**src/rtl/itof_converter_pipe_pkg.sv**
```systemverilog
// ---------------------------------------------------------------------------
// itof_converter_pipe_pkg
// Shared FPU definitions used by the integer-to-float converter:
//   - fpu_op_e : FPU opcodes, including the 64-bit source converts
//                FPU_OP_CVTLF / FPU_OP_CVTLUF
//   - rm_e     : rounding-mode encodings RM_RNE..RM_RMM
//   - bias()   : IEEE exponent bias for a given exponent width
// ---------------------------------------------------------------------------
package itof_converter_pipe_pkg;

    typedef enum logic [4:0] {
        FPU_OP_ADD    = 5'd0,
        FPU_OP_SUB    = 5'd1,
        FPU_OP_MUL    = 5'd2,
        FPU_OP_CVTIF  = 5'd8,   // signed 32-bit  -> float
        FPU_OP_CVTUF  = 5'd9,   // unsigned 32-bit -> float
        FPU_OP_CVTLF  = 5'd10,  // signed 64-bit  -> float
        FPU_OP_CVTLUF = 5'd11   // unsigned 64-bit -> float
    } fpu_op_e;

    typedef enum logic [2:0] {
        RM_RNE = 3'd0,  // round to nearest, ties to even
        RM_RTZ = 3'd1,  // round toward zero
        RM_RDN = 3'd2,  // round toward -infinity
        RM_RUP = 3'd3,  // round toward +infinity
        RM_RMM = 3'd4   // round to nearest, ties away from zero
    } rm_e;

    // Exponent bias 2^(exp_width-1) - 1
    function automatic int bias(input int exp_width);
        return (32'sd1 <<< (exp_width - 32'sd1)) - 32'sd1;
    endfunction

endpackage

```
**src/rtl/itof_converter_pipe_lzc.sv**
```systemverilog
// ---------------------------------------------------------------------------
// leading_zero_counter_param
// Combinational leading-zero counter.
//   value    : operand, WIDTH bits
//   count    : number of zeros above the most significant set bit
//              (0 when all_zero is set)
//   all_zero : operand is zero
// ---------------------------------------------------------------------------
module leading_zero_counter_param #(
    parameter int WIDTH = 64,
    parameter int CNT_W = (WIDTH > 1) ? $clog2(WIDTH) : 1
) (
    input  logic [WIDTH-1:0] value,
    output logic [CNT_W-1:0] count,
    output logic             all_zero
);

    // Scan upward so the highest set bit is the last one to update the count
    always_comb begin
        count    = {CNT_W{1'b0}};
        all_zero = 1'b1;
        for (int i = 0; i < WIDTH; i++) begin
            if (value[i]) begin
                count    = CNT_W'(WIDTH - 1 - i);
                all_zero = 1'b0;
            end else begin
                count    = count;
                all_zero = all_zero;
            end
        end
    end

endmodule

```
**src/rtl/itof_converter_pipe.sv**
```systemverilog
// ---------------------------------------------------------------------------
// itof_converter_pipe
// Two-stage pipelined integer-to-float converter (32/64-bit, signed or
// unsigned source; IEEE destination with EXP_WIDTH/MAN_WIDTH fields).
//   Stage 1: source extraction, sign/magnitude, normalisation, exponent.
//   Stage 2: truncation, guard/sticky, rounding, inexact flag.
//
// Ports:
//   clk, reset           clock, asynchronous active-high reset
//   valid_in / ready_out operand handshake
//   valid_out / ready_in result handshake
//   op                   FPU_OP_CVTIF / CVTUF / CVTLF / CVTLUF
//   rm                   rounding mode (101-111 behave as RNE)
//   int_in               integer operand ([31:0] only for W ops)
//   float_out            {sign, exponent, mantissa}
//   IE                   inexact flag, qualified by valid_out
//
// Build option ITOF_SKID_EN: adds a one-entry skid register after stage 2 so
// that ready_out is computed from registered state only (capacity 3).
// ---------------------------------------------------------------------------
module itof_converter_pipe
    import itof_converter_pipe_pkg::*;
#(
    parameter int INT_WIDTH = 64,
    parameter int EXP_WIDTH = 11,
    parameter int MAN_WIDTH = 52
) (
    input  logic                           clk,
    input  logic                           reset,
    input  logic                           valid_in,
    output logic                           ready_out,
    output logic                           valid_out,
    input  logic                           ready_in,
    input  logic [4:0]                     op,
    input  logic [2:0]                     rm,
    input  logic [INT_WIDTH-1:0]           int_in,
    output logic [EXP_WIDTH+MAN_WIDTH:0]   float_out,
    output logic                           IE
);

    localparam int FW   = 1 + EXP_WIDTH + MAN_WIDTH;
    localparam int LZ_W = $clog2(INT_WIDTH);
    // Bits below the hidden one, padded so guard/sticky always exist
    localparam int EW   = (INT_WIDTH - 1) + MAN_WIDTH + 2;

    // ---------------- stage 1 combinational ----------------
    logic                 is_w_s, is_l_s, is_signed_s, legal_s;
    logic [63:0]          w_ext_s;
    logic [INT_WIDTH-1:0] src_s, mag_s, norm_s;
    logic                 sign_s, all_zero_s, accept_s;
    logic [LZ_W-1:0]      lz_s;
    logic [EXP_WIDTH-1:0] exp_s;
    int                   exp_calc_s;

    // ---------------- stage registers ----------------
    logic                 s1_valid_r, s1_sign_r;
    logic [2:0]           s1_rm_r;
    logic [INT_WIDTH-1:0] s1_norm_r;
    logic [EXP_WIDTH-1:0] s1_exp_r;
    logic                 s2_valid_r, s2_ie_r;
    logic [FW-1:0]        s2_float_r;

    // ---------------- stage 2 combinational ----------------
    logic [EW-1:0]                  ext_s;
    logic [MAN_WIDTH-1:0]           mant_s;
    logic                           guard_s, sticky_s, round_up_s;
    logic [EXP_WIDTH+MAN_WIDTH-1:0] mag_sum_s;
    logic [FW-1:0]                  res_s;

    // ---------------- handshake ----------------
    logic s1_load_s, s2_load_s;

    // Opcode decode; L ops exist only on a 64-bit datapath
    always_comb begin
        is_w_s      = 1'b0;
        is_l_s      = 1'b0;
        is_signed_s = 1'b0;
        case (op)
            FPU_OP_CVTIF:  begin is_w_s = 1'b1; is_signed_s = 1'b1; end
            FPU_OP_CVTUF:  begin is_w_s = 1'b1; end
            FPU_OP_CVTLF:  begin is_l_s = 1'b1; is_signed_s = 1'b1; end
            FPU_OP_CVTLUF: begin is_l_s = 1'b1; end
            default:       begin is_w_s = 1'b0; end
        endcase
        if (INT_WIDTH == 64) begin
            legal_s = is_w_s | is_l_s;
        end else begin
            legal_s = is_w_s;
        end
    end

    // Source extraction, sign and magnitude
    always_comb begin
        if (is_signed_s) begin
            w_ext_s = {{32{int_in[31]}}, int_in[31:0]};
        end else begin
            w_ext_s = {32'h0000_0000, int_in[31:0]};
        end
        if (is_w_s) begin
            src_s = w_ext_s[INT_WIDTH-1:0];
        end else begin
            src_s = int_in;
        end
        sign_s = is_signed_s & src_s[INT_WIDTH-1];
        // The most-negative value negates to itself, which read unsigned is
        // exactly the required magnitude 2^(N-1).
        if (sign_s) begin
            mag_s = ~src_s + {{(INT_WIDTH-1){1'b0}}, 1'b1};
        end else begin
            mag_s = src_s;
        end
    end

    leading_zero_counter_param #(
        .WIDTH (INT_WIDTH),
        .CNT_W (LZ_W)
    ) u_lzc (
        .value    (mag_s),
        .count    (lz_s),
        .all_zero (all_zero_s)
    );

    // Normalisation and biased exponent; zero maps to a zero exponent
    always_comb begin
        norm_s     = mag_s << lz_s;
        exp_calc_s = bias(EXP_WIDTH) + INT_WIDTH - 32'sd1 - int'(lz_s);
        if (all_zero_s) begin
            exp_s = {EXP_WIDTH{1'b0}};
        end else begin
            exp_s = EXP_WIDTH'(exp_calc_s);
        end
    end

    // Truncation, guard/sticky extraction and rounding decision
    always_comb begin
        ext_s    = {s1_norm_r[INT_WIDTH-2:0], {(MAN_WIDTH+2){1'b0}}};
        mant_s   = ext_s[EW-1 -: MAN_WIDTH];
        guard_s  = ext_s[EW-1-MAN_WIDTH];
        sticky_s = |ext_s[EW-2-MAN_WIDTH:0];
        case (s1_rm_r)
            RM_RTZ:  round_up_s = 1'b0;
            RM_RDN:  round_up_s = s1_sign_r & (guard_s | sticky_s);
            RM_RUP:  round_up_s = ~s1_sign_r & (guard_s | sticky_s);
            RM_RMM:  round_up_s = guard_s;
            default: round_up_s = guard_s & (sticky_s | mant_s[0]);
        endcase
        // A mantissa carry ripples straight into the exponent field
        mag_sum_s = {s1_exp_r, mant_s}
                  + {{(EXP_WIDTH+MAN_WIDTH-1){1'b0}}, round_up_s};
        res_s     = {s1_sign_r, mag_sum_s};
    end

`ifdef ITOF_SKID_EN
    logic          sk_valid_r, sk_ie_r;
    logic [FW-1:0] sk_float_r;
    logic          adv_s;

    // Pipeline advances whenever the skid is empty; ready_out is registered-only
    always_comb begin
        adv_s     = ~sk_valid_r;
        s1_load_s = adv_s;
        s2_load_s = adv_s;
        ready_out = legal_s & ~sk_valid_r;
        accept_s  = valid_in & ready_out;
    end

    // Skid register: catches the stage-2 result stalled while the pipe advances
    always_ff @(posedge clk or posedge reset) begin
        if (reset) begin
            sk_valid_r <= 1'b0;
            sk_float_r <= {FW{1'b0}};
            sk_ie_r    <= 1'b0;
        end else if (sk_valid_r) begin
            if (ready_in) begin
                sk_valid_r <= 1'b0;
            end
        end else if (s2_valid_r && !ready_in) begin
            sk_valid_r <= 1'b1;
            sk_float_r <= s2_float_r;
            sk_ie_r    <= s2_ie_r;
        end
    end

    // Oldest result is in the skid whenever it is occupied
    always_comb begin
        if (sk_valid_r) begin
            valid_out = 1'b1;
            float_out = sk_float_r;
            IE        = sk_ie_r;
        end else begin
            valid_out = s2_valid_r;
            float_out = s2_float_r;
            IE        = s2_ie_r;
        end
    end
`else
    // Elastic handshake: a stage loads when empty or when its contents leave
    always_comb begin
        s2_load_s = ~s2_valid_r | ready_in;
        s1_load_s = ~s1_valid_r | s2_load_s;
        ready_out = legal_s & s1_load_s;
        accept_s  = valid_in & ready_out;
    end

    // Outputs come straight from the stage-2 register
    always_comb begin
        valid_out = s2_valid_r;
        float_out = s2_float_r;
        IE        = s2_ie_r;
    end
`endif

    // Stage-1 register: normalised operand
    always_ff @(posedge clk or posedge reset) begin
        if (reset) begin
            s1_valid_r <= 1'b0;
            s1_sign_r  <= 1'b0;
            s1_rm_r    <= 3'd0;
            s1_norm_r  <= {INT_WIDTH{1'b0}};
            s1_exp_r   <= {EXP_WIDTH{1'b0}};
        end else if (s1_load_s) begin
            s1_valid_r <= accept_s;
            if (accept_s) begin
                s1_sign_r <= sign_s;
                s1_rm_r   <= rm;
                s1_norm_r <= norm_s;
                s1_exp_r  <= exp_s;
            end
        end
    end

    // Stage-2 register: rounded result and inexact flag
    always_ff @(posedge clk or posedge reset) begin
        if (reset) begin
            s2_valid_r <= 1'b0;
            s2_float_r <= {FW{1'b0}};
            s2_ie_r    <= 1'b0;
        end else if (s2_load_s) begin
            s2_valid_r <= s1_valid_r;
            if (s1_valid_r) begin
                s2_float_r <= res_s;
                s2_ie_r    <= guard_s | sticky_s;
            end
        end
    end

endmodule
```
**config.mk**
```make
export PLATFORM = sky130hd
export DESIGN_NAME = itof_converter_pipe
export DESIGN_NICKNAME = d
export VERILOG_FILES = /design/src/rtl/itof_converter_pipe_pkg.sv /design/src/rtl/itof_converter_pipe_lzc.sv /design/src/rtl/itof_converter_pipe.sv
export SDC_FILE = /design/constraint.sdc
export NUM_CORES = 1
export LEC_CHECK = 0
export ABC_AREA = 1
export CORE_MARGIN = 2
export CORE_UTILIZATION = 50
export DETAILED_ROUTE_END_ITERATION = 12
export PLACE_DENSITY = 0.69
export SETUP_SLACK_MARGIN = 0.02
export SLEW_MARGIN = 10
export SYNTH_ARGS = -nofsm -noshare
export SYNTH_HDL_FRONTEND = slang
export SYNTH_HIERARCHICAL = 1
export SYNTH_SLANG_ARGS = --single-unit
export TNS_END_PERCENT = 20
```
**constraint.sdc**
```tcl
create_clock -name clk -period 6.4 [get_ports clk]
set_input_delay 1.92 -clock clk [delete_from_list [all_inputs] [get_ports clk]]
set_output_delay 1.92 -clock clk [all_outputs]
set_load 0.01 [all_outputs]
```
==> summary.md <==
| Metric | Value |
|---|---|
| Simple-gate area share of the yosys netlist | `around 51%` |
| Cell area after synthesis | `between 10000 and 15000 sq um` |
| EDFF count, synth | `0` |
| CTS tree | `yes` |
| Peak Freq | `between 0.1 and 0.15 GHz` |
| Routed WL | `between 50000 and 60000 um` |
| FP Rows | `slightly above 60` |
| Max Fanout on Critical Path | `8` |
| Routability cong. | `~1.0` |
| Most common cell on crit path | `nand2_1` |
| Crit. End Element | `flip-flop` |
| Initial DRC Count | `just under 2000` |
| Number of global-route vias before repair | `18200` |
| Pwr Density | `215 nW/um^2` |
| DR vias | `slightly below 20000` |
| Syn nets | `between 2000 and 3000` |
| Slew @ Worst Pin | `931 ps` |
| CP Class | `in2reg` |
| Mean post-synth cell area | `around 5.7 sq um` |
| Primary FF master, synth | `dfrtp_1` |
| Mux share of post-synthesis cell area | `less than 1%` |
| Worst min path class | `reg2reg` |
| DRC Markers | `0` |
| Initial Util | `around half` |
| Register area share after synthesis | `around a quarter` |
| RSZ-0062 raised after global routing | `yes` |
| Top-count cell post-synth | `nand2_1` |
| Largest net degree at the start of global routing | `between 80 and 90` |
| Top Layer Used | `met4` |
| H-tree depth | `4` |
| CP peak stage delay | `between 200 and 250 ps` |
| Required @ worst endpoint | `a little under 7000 ps` |
| Xor and xnor fraction of the mapped netlist area | `under 10%` |
| Detail Route Antenna Nets | `0` |
| Fraction of layout cells with a size suffix above 1 | `27.6%` |
| Dominant cells by area after synthesis | `dfrtp_1 25%, nand2_1 23%, nand3_1 16%, inv_1 7.0%, nor2_1 4.9%` |
| Layout net count | `~3100` |
| Final hold vios | `0` |
| Bufs and invs on worst path | `9` |
| Die ar. | `between 30000 and 40000 sq um` |
| Setup WS pre-CTS | `-1840 ps` |
| Detailed placer's ending HPWL | `43500 um` |
| CP delay by family, top | `simple AND/OR/NAND/NOR gates` |
| Layout area overhead | `49.7%` |
| Root Driver | `clkbuf_16` |
| Min Hold Slack | `480 ps` |
| Largest family of logic cells by synthesized area | `simple AND/OR/NAND/NOR gates` |
| Cells after Synth | `2567` |
| Synth Area in Compound Gates | `between 8 and 9%` |
| Congestion Overflow GR | `0` |
| Final setup vio count | `between 70 and 80` |
| Failing checks | `setup timing` |
| # IOs | `around 140` |
| Final worst-path cycle share | `113%` |
| Placed instance area | `between 15000 and 20000 sq um` |
| Initial antenna violation count | `0` |
| Reg clk slew, reported paths | `approximately 60 ps` |
| FF+latch count, synth | `approximately 150` |
| Yosys Warn Count | `6` |
| Startpoint Class | `input port` |
| Metal3 WL | `between 3000 and 4000 um` |
| P_leak | `0.0114 uW` |
| Share of the synthesized area in the top cell type | `24.8%` |
| Tmin final | `slightly above 7000 ps` |
| Worst EP arrival | `between 7000 and 8000 ps` |
| Global-route usage over all layers | `a little over a third` |
| DRT Pass-1 Iters | `8` |
| Max-cap viol count | `0` |
| Height of the chip | `roughly 180 um` |
| Design area | `around 22000 sq um` |
| Max-slew violations | `0` |
| CTS hold repair buffers | `0` |
| Wl on met1 | `24000 um` |
| Vias per inst | `about 5.6` |
| Yosys cell types | `between 50 and 60` |
| Post-DR wirelength/cell | `approximately 17 um` |
| Clk buf depth | `2` |
| Clock Latency Late Sink | `430 ps` |
| Antenna Cells | `0` |
| Yosys top cell by area | `dfrtp_1` |
| Die Wd | `between 150 and 200 um` |
| Worst setup margin | `-805 ps` |
| Slew headroom | `between 30% and 40%` |
| CTS Sinks | `~150` |
| Worst VDD drop | `between 0.00015 and 0.0002 V` |
| Worst Skew | `between 9 and 10 ps` |
| Port-buffer cells | `between 100 and 150` |
| Sum Neg Setup Slack | `-45390 ps` |
| Core area | `approximately 29000 sq um` |
| Post-Synth Adder-Cell Area | `less than 1%` |
| Async SR Flop Fraction | `100%` |
| Met2 wire length | `between 20000 and 30000 um` |
| First-pass GRT wire length | `90700 um` |
| Post-synth top cells | `908 x nand2_1, 467 x nand3_1, 273 x inv_1` |
| Critical path's slowest cell | `o21ai_4` |
| Clock buffer count from CTS | `17` |
| Status | `complete, but fails checks` |
[path summary, 6_finish.rpt]
path / slack (ps) / from / to / cells after the start
setup / recovery: -810 / op[2] / s1_norm_r[55] / 76
hold / removal: 480 / float_out[61] / float_out[61] / 2
setup reg to reg: 2670 / s1_rm_r[1] / float_out[56] / 23
hold reg to reg: 480 / float_out[61] / float_out[61] / 2
max in group asynchronous: 3450 / reset / s1_rm_r[0] / 3
min in group asynchronous: 1990 / reset / float_out[61] / 2
[cell families after synthesis]
group / count (synthesis)
mux: 3
simple gates: 1708
compound gates: 226
fa+ha+maj: 4
xor+xnor: 70
flops: 145
buf+inv: 411
[layout make-up]
type | count | area (sq um)
multi-input cells | 2011 | 10900
fillers | 2288 | 6870
repair buffers | 596 | 5120
flip-flops and latches | 145 | 3630
inverters | 294 | 1130
clock buffers | 23 | 498
well taps | 384 | 480
clock inverters | 9 | 175
[tightest hold or removal path: stages, from the launching register on]
cell and delay (ps):
dfrtp_1 340, nand2_1 50, nand2_1 50
[flip-flops by register name, indices dropped and copies added (netlist names)]
register and count:
s1_rm_r 3, float_out 64, s1_sign_r 1, IE 1, s1_norm_r 63, valid_out 1, s1_exp_r 11, s1_valid_r 1
[power by group]
| group | total [uW] | internal, uW | leakage (uW) | switching (uW) |
|---|---|---|---|---|
| Combinational | 2190 | 963 | 0.00924 | 1230 |
| Sequential | 1390 | 1170 | 0.00179 | 221 |
| Clock | 1130 | 743 | 0.000325 | 389 |
| Total | 4710 | 2870 | 0.0114 | 1840 |
[metal layers]
layer,up-vias,GRT usage (%)
li1,9279,-
met4,0,16.5
met2,990,61.7
met5,-,0
met3,187,3.46
met1,8865,47.0
[cell usage in the layout, fill, tap and decap left out, types with 8 or more instances in the layout]
master           Yosys  final
a21oi_1             44     29
a21oi_2              2     12
a31oi_1              9      8
buf_12               0     17
buf_4                4    420
buf_6                2     15
clkbuf_16            0     18
clkdlybuf4s50_1      0    131
dfrtp_1            145    145
inv_1              273    261
inv_2               14     23
nand2_1            908    847
nand2_2             13     67
nand2_4              2      8
nand3_1            467    321
nand3_2              3    139
nand3_4              0     10
nand4_1             36     36
nor2_1             192    179
nor2_2              10     13
nor2_4               9     19
nor3_1              32     30
nor4_1              21     20
o21ai_0             68     52
o21ai_1             43     41
o21ai_2              4     20
o31ai_1             15     15
xnor2_1             11      8
xor2_1              59     54
[through the flow]
step | instances | utilization, % | power [uW]
global route | 3462 | 76.1 | 4970
global placement | 3396 | 67.9 | 3250
detailed placement | 3396 | 67.9 | 3300
finish | 3462 | 76.1 | 4710
CTS | 3451 | 72.7 | 4530
floorplan | 2567 | - | 2410
[timing repair]
item                                    4_1_cts  5_1_grt
endpoints found under the setup margin       74       74
gates cloned                                  0        1
resized for setup                           172      205
buffers inserted                             23       10
pin swaps                                    65       62
Power figures use the tool's default switching activity.
